[src/rtl/irq_pending_reg_pkg.sv]
// Shared widths, the reserved line index and the controller state encoding
// for the interrupt pending register.
package irq_pending_reg_pkg;

    localparam int IRQ_W        = 32;
    localparam int IRQ_IDX_W    = 5;
    localparam int IRQ_RESERVED = 0;

    // Line 0 has no valid encoder code, so it is never allowed to pend.
    localparam logic [IRQ_W-1:0] IRQ_LIVE_MASK = ~(IRQ_W'(1) << IRQ_RESERVED);

    typedef enum logic [1:0] {
        IDLE = 2'b00,
        REQ  = 2'b01,
        SERV = 2'b10
    } irq_state_e;

    // Expand an encoder index into a one-hot line vector.
    function automatic logic [IRQ_W-1:0] irq_onehot(input logic [IRQ_IDX_W-1:0] idx);
        return IRQ_W'(1) << idx;
    endfunction

endpackage

[src/rtl/irq_pending_reg_sync_edge.sv]
// One interrupt line: SYNC_STAGES-deep synchronizer followed by a rising-edge
// or level detector. set_o is the per-cycle "set this pending bit" request.
module irq_sync_edge #(
    parameter int SYNC_STAGES = 2,
    parameter int EDGE_MODE   = 1
) (
    input  logic clk,
    input  logic clr,
    input  logic async_i,
    output logic set_o
);

    logic [SYNC_STAGES-1:0] sync_q;
    logic                   prev_q;
    logic                   synced;

    assign synced = sync_q[SYNC_STAGES-1];

    // Shift the asynchronous line through the chain; keep last synced value for edge detect.
    always_ff @(posedge clk or negedge clr) begin
        if (!clr) begin
            sync_q <= '0;
            prev_q <= 1'b0;
        end else begin
            sync_q <= {sync_q[SYNC_STAGES-2:0], async_i};
            prev_q <= synced;
        end
    end

    assign set_o = (EDGE_MODE != 0) ? (synced & ~prev_q) : synced;

endmodule

[src/rtl/irq_pending_reg.sv]
// Masked 32-line interrupt pending register with a request/serve/EOI
// handshake towards the CPU control unit. pend_out feeds the external
// priority encoder whose result comes back as ack_idx.
//
//  state | meaning
//  IDLE  | nothing requested; waiting for an enabled pending bit
//  REQ   | irq_req high; waiting for ack (or for pend_out to drain)
//  SERV  | interrupt being serviced; waiting for eoi, no nesting
module irq_pending_reg
    import irq_pending_reg_pkg::*;
#(
    parameter int SYNC_STAGES = 2,
    parameter int EDGE_MODE   = 1
) (
    input  logic                 clk,
    input  logic                 clr,
    input  logic [IRQ_W-1:0]     irq_in,
    input  logic                 mask_we,
    input  logic [IRQ_W-1:0]     mask_din,
    output logic [IRQ_W-1:0]     mask_q,
    input  logic                 sw_clr_we,
    input  logic [IRQ_W-1:0]     sw_clr,
    output logic [IRQ_W-1:0]     pend_out,
    output logic                 irq_req,
    input  logic                 ack,
    input  logic [IRQ_IDX_W-1:0] ack_idx,
    input  logic                 eoi,
    output logic                 busy
);

    logic [IRQ_W-1:0] set_vec;
    logic [IRQ_W-1:0] clr_vec;
    logic [IRQ_W-1:0] pend_q;
    logic [IRQ_W-1:0] pend_d;
    irq_state_e       state_q;
    irq_state_e       state_d;
    logic             irq_req_q;
    logic             busy_q;
    logic             unused_irq0;

    assign unused_irq0              = irq_in[IRQ_RESERVED];
    assign set_vec[IRQ_RESERVED]    = 1'b0;

    for (genvar i = 1; i < IRQ_W; i++) begin : g_line
        irq_sync_edge #(
            .SYNC_STAGES (SYNC_STAGES),
            .EDGE_MODE   (EDGE_MODE)
        ) u_sync_edge (
            .clk     (clk),
            .clr     (clr),
            .async_i (irq_in[i]),
            .set_o   (set_vec[i])
        );
    end

    assign pend_out = pend_q & mask_q & IRQ_LIVE_MASK;

    // Combine the ack and software clear sources; ack only counts while requesting.
    always_comb begin
        clr_vec = '0;
        if (state_q == REQ && ack) begin
            clr_vec = clr_vec | irq_onehot(ack_idx);
        end
        if (sw_clr_we) begin
            clr_vec = clr_vec | sw_clr;
        end
    end

    // A set in the same cycle overrides any clear of that bit.
    assign pend_d = ((pend_q & ~clr_vec) | set_vec) & IRQ_LIVE_MASK;

    // Next-state logic of the request/serve/EOI handshake.
    always_comb begin
        state_d = state_q;
        unique case (state_q)
            IDLE: if (|pend_out) state_d = REQ;
            REQ: begin
                if (ack)             state_d = SERV;
                else if (~|pend_out) state_d = IDLE;
            end
            SERV: if (eoi) state_d = IDLE;
            default: state_d = IDLE;
        endcase
    end

    // Pending and mask registers.
    always_ff @(posedge clk or negedge clr) begin
        if (!clr) begin
            pend_q <= '0;
            mask_q <= '0;
        end else begin
            pend_q <= pend_d;
            if (mask_we) mask_q <= mask_din;
        end
    end

    // State plus outputs registered from the next state so they align with it.
    always_ff @(posedge clk or negedge clr) begin
        if (!clr) begin
            state_q   <= IDLE;
            irq_req_q <= 1'b0;
            busy_q    <= 1'b0;
        end else begin
            state_q   <= state_d;
            irq_req_q <= (state_d == REQ);
            busy_q    <= (state_d == SERV);
        end
    end

    assign irq_req = irq_req_q;
    assign busy    = busy_q;

endmodule

[config.mk]
export PLATFORM = sky130hd
export DESIGN_NAME = irq_pending_reg
export DESIGN_NICKNAME = d
export VERILOG_FILES = /design/src/rtl/irq_pending_reg_pkg.sv /design/src/rtl/irq_pending_reg_sync_edge.sv /design/src/rtl/irq_pending_reg.sv
export SDC_FILE = /design/constraint.sdc
export NUM_CORES = 1
export LEC_CHECK = 0
export ABC_CLOCK_PERIOD_IN_PS = 3100
export BUFFER_PORTS_ARGS = -buffer_cell sky130_fd_sc_hd__buf_4
export CORE_MARGIN = 4
export CORE_UTILIZATION = 24
export CTS_BUF_LIST = sky130_fd_sc_hd__clkbuf_2
export DETAILED_ROUTE_END_ITERATION = 10
export HOLD_SLACK_MARGIN = 0.08
export PLACE_DENSITY = 0.47
export SLEW_MARGIN = 25
export SYNTH_ARGS = -nofsm -noshare
export SYNTH_HDL_FRONTEND = slang
export SYNTH_HIERARCHICAL = 1
export SYNTH_SLANG_ARGS = --single-unit
[constraint.sdc]
create_clock -name clk -period 3.1 [get_ports clk]
set_clock_uncertainty 0.15 [all_clocks]
set_input_delay 0.465 -clock clk [delete_from_list [all_inputs] [get_ports clk]]
set_output_delay 0.465 -clock clk [all_outputs]
set_load 0.01 [all_outputs]
==> flow_metrics.env <==
export IMPL_cpPeakStageDelay_ns=0.56
export IMPL_ios=173
export IMPL_max_freq_ghz=0.396
export IMPL_critical_path_top_delay_family="simple AND/OR/NAND/NOR gates"
export IMPL_final_cells=1071
export IMPL_drive_above_1_share_pct=31.6
export IMPL_wirelength_um=16400
export IMPL_start_util_pct=24.5
export IMPL_ys_flop_type="dfrtp_1"
export IMPL_overflow=0
export IMPL_synth_enable_flop_cells=0
export IMPL_chipWidth_um=163
export IMPL_reg2reg_depth=5
export IMPL_dp_cells=877
export IMPL_setup_viol=0
export IMPL_post_cts_buffers=0
export IMPL_worstHoldPathCells=0
export IMPL_fin_ws_ns=0.577
export IMPL_core_area_sq_mm=0.0236
export IMPL_layout_common_cells="buf_4 (171), dlygate4sd3_1 (162), dfrtp_1 (160)"
export IMPL_startpoint_type="register"
export IMPL_area_growth_pct=62.0
export IMPL_crit_reg2reg_launch="state_q[1]$_DFF_PN0_"
export IMPL_layout_commonest_cell="buf_4"
export IMPL_numPortBuffers=169
export IMPL_finalHoldViolCount=0
export IMPL_cellPowerDensity_mw_per_mm2=486
export IMPL_drt_pass1_iterations=4
export IMPL_r2r_end="pend_q[19]$_DFF_PN0_"
export IMPL_arrival_ns=2.93
export IMPL_antenna_found_initial=0
export IMPL_async_reset_ff_share_pct=100
export IMPL_critPathSlowestCell="dlygate4sd3_1"
export IMPL_tightestPinTransition_ns=0.681
export IMPL_final_nets=847
export IMPL_dieHeight_um=163
export IMPL_cts_max_level=4
export IMPL_synth_seq_area_share_pct=69.1
export IMPL_p_leak_uw=0.00414
export IMPL_cp_required_ns=3.51
export IMPL_drc=0
export IMPL_grt_pass1_vias=4948
export IMPL_endpoint_kind="register"
export IMPL_drt_initial_drc_count=167
export IMPL_status="complete, no violations"
export IMPL_hold_end="g_line[26].u_sync_edge/sync_q[1]$_DFF_PN0_"
export IMPL_synth_seq_cells=160
export IMPL_yosys_warnings=6
export IMPL_cts_sinks=160
export IMPL_syn_nets=504
export IMPL_r2r_slack_ns=0.58
export IMPL_syn_area_per_cell_sq_um=14.6
export IMPL_clkLatencyLatePin_ns=0.67
export IMPL_ant_nets=0
export IMPL_avgViaCountPerCell=4.02
export IMPL_cts_max_path_buffers=2
export IMPL_finalSetupTns_ns=0
export IMPL_critPathKind="reg2reg"
export IMPL_dieArea_sq_mm=0.0267
export IMPL_layout_min_cycle_time_ns=2.52
export IMPL_synth_cell_types=30
export IMPL_gp_congestion=0.741
export IMPL_clockRootBuffer="clkbuf_2"
export IMPL_fillers=2288
export IMPL_cts_tree="done"
export IMPL_finalCritPeriodShare_pct=81.4
export IMPL_syn_area_sq_mm=0.00579
export IMPL_path_clk_slew_ns=0.24
export IMPL_rsz0062_at_grt="no"
export IMPL_hp_class="reg2reg"
export IMPL_crit_path_max_fanout=6
export IMPL_grt_max_degree=58
export IMPL_hpwl_um=11000
export IMPL_dp_slack_ns=0.713
export IMPL_max_cap_viol_count=0
export IMPL_grt_util_all_layers_pct=12.7
export IMPL_grt_pass1_wl_um=26100
export IMPL_ir_drop_mv=0.232
export IMPL_path_buf_inv=1
export IMPL_drv_slew=0
export IMPL_route_vias_total=4309
export IMPL_num_antenna_cells=0
export IMPL_cts_buffers=17
export IMPL_syn_inst=397
export IMPL_hp_start="g_line[26].u_sync_edge/sync_q[0]$_DFF_PN0_"
export IMPL_num_rows=56
export IMPL_relSlewSlack_pct=54.3
export IMPL_crit_chain="nand4b_1 -> nor2_1 -> nand2_1 -> a31o_1 -> dlygate4sd3_1"
export IMPL_wl_per_cell_um=15.3
-- what timing repair did --
item,CTS,global route
resized for setup,0,0
hold buffers,162,1
endpoints found under the hold margin,258,3
-- state kept, by name, indices dropped and copies added (netlist names) --
name / count
mask_q: 32
irq_req: 1
pend_q: 31
g_line.u_sync_edge/prev_q: 31
busy: 1
state_q: 2
g_line.u_sync_edge/sync_q: 62
-- cells by family (layout without fill, tap and decap cells) --
family,count (synthesis),count (layout),synth area share [%]
AO/OA/AOI/OAI,38,38,5.70
multiplexers,32,32,6.22
AND/OR/NAND/NOR,154,154,18.1
flip-flops,160,160,69.1
buffers and inverters,12,367,0.842
other,1,1,0.0647
-- worst reg2reg max path: stages, from the launching register on --
cell	delay, ns
dfrtp_1	0.47
nand4b_1	0.26
nor2_1	0.54
nand2_1	0.20
a31o_1	0.24
dlygate4sd3_1	0.56
-- routing by layer --
| layer | GRT usage [%] | up-vias | share of wire (%) |
|---|---|---|---|
| met4 | 3.16 | 0 | 1.2 |
| li1 | - | 2036 | - |
| met5 | 0 | - | 0 |
| met3 | 4.54 | 13 | 7.6 |
| met2 | 20.7 | 141 | 47 |
| met1 | 16.1 | 2119 | 44 |
-- power by group --
group / leakage, uW / switching [uW] / internal, uW / total (uW)
Sequential: 0.00186 / 118 / 2260 / 2380
Clock: 0.000155 / 764 / 533 / 1300
Combinational: 0.00213 / 335 / 543 / 879
Total: 0.00414 / 1220 / 3340 / 4560
-- Yosys cell counts, types with 3 or more instances --
cell	number	area, sq um
buf_1	3	11.3
nor2b_1	6	37.5
nor2b_4	31	427
clkbuf_1	8	30.0
or4_1	4	30.0
mux2_1	30	338
nor2_1	6	22.5
dfrtp_1	160	4000
nand3_1	8	40.0
nand2_1	57	214
and2_1	30	188
a31o_1	31	272
-- final cells by class --
| class | instances | area (sq um) | area share [%] |
|---|---|---|---|
| Clock buffer | 18 | 90.1 | 0.960 |
| Multi-Input combinational cell | 225 | 1740 | 18.5 |
| Clock inverter | 13 | 186 | 1.99 |
| Sequential cell | 160 | 4000 | 42.7 |
| Tap cell | 319 | 399 | 4.25 |
| Timing Repair Buffer | 336 | 2960 | 31.6 |
-- how the worst max path moves through the flow --
| stage | from | endpoint | depth (start not counted) |
|---|---|---|---|
| 2_1_floorplan | mask_q[5]$_DFFE_PN0P_ | irq_req$_DFF_PN0_ | 4 |
| 3_3_place_gp | mask_q[4]$_DFFE_PN0P_ | state_q[0]$_DFF_PN0_ | 4 |
| 3_5_place_dp | mask_q[4]$_DFFE_PN0P_ | state_q[0]$_DFF_PN0_ | 4 |
| 4_1_cts | state_q[1]$_DFF_PN0_ | pend_q[28]$_DFF_PN0_ | 5 |
| 5_1_grt | state_q[1]$_DFF_PN0_ | pend_q[28]$_DFF_PN0_ | 5 |
| 6_report | state_q[1]$_DFF_PN0_ | pend_q[19]$_DFF_PN0_ | 5 |
-- through the flow --
| stage | instance area, sq um | hold slack, ns | util (%) | power [uW] |
|---|---|---|---|---|
| final | 9380 | 0.207 | 39.7 | 4560 |
| after global routing | 9380 | 0.135 | 39.7 | 4830 |
| after floorplan | 5790 | 0.0194 | - | 2680 |
| after detailed placement | 7460 | 0.185 | 31.6 | 3100 |
| after CTS | 9370 | 0.0824 | 39.7 | 4650 |
| after global placement | 7460 | 0.183 | 31.6 | 3090 |
Power figures use the tool's default switching activity.
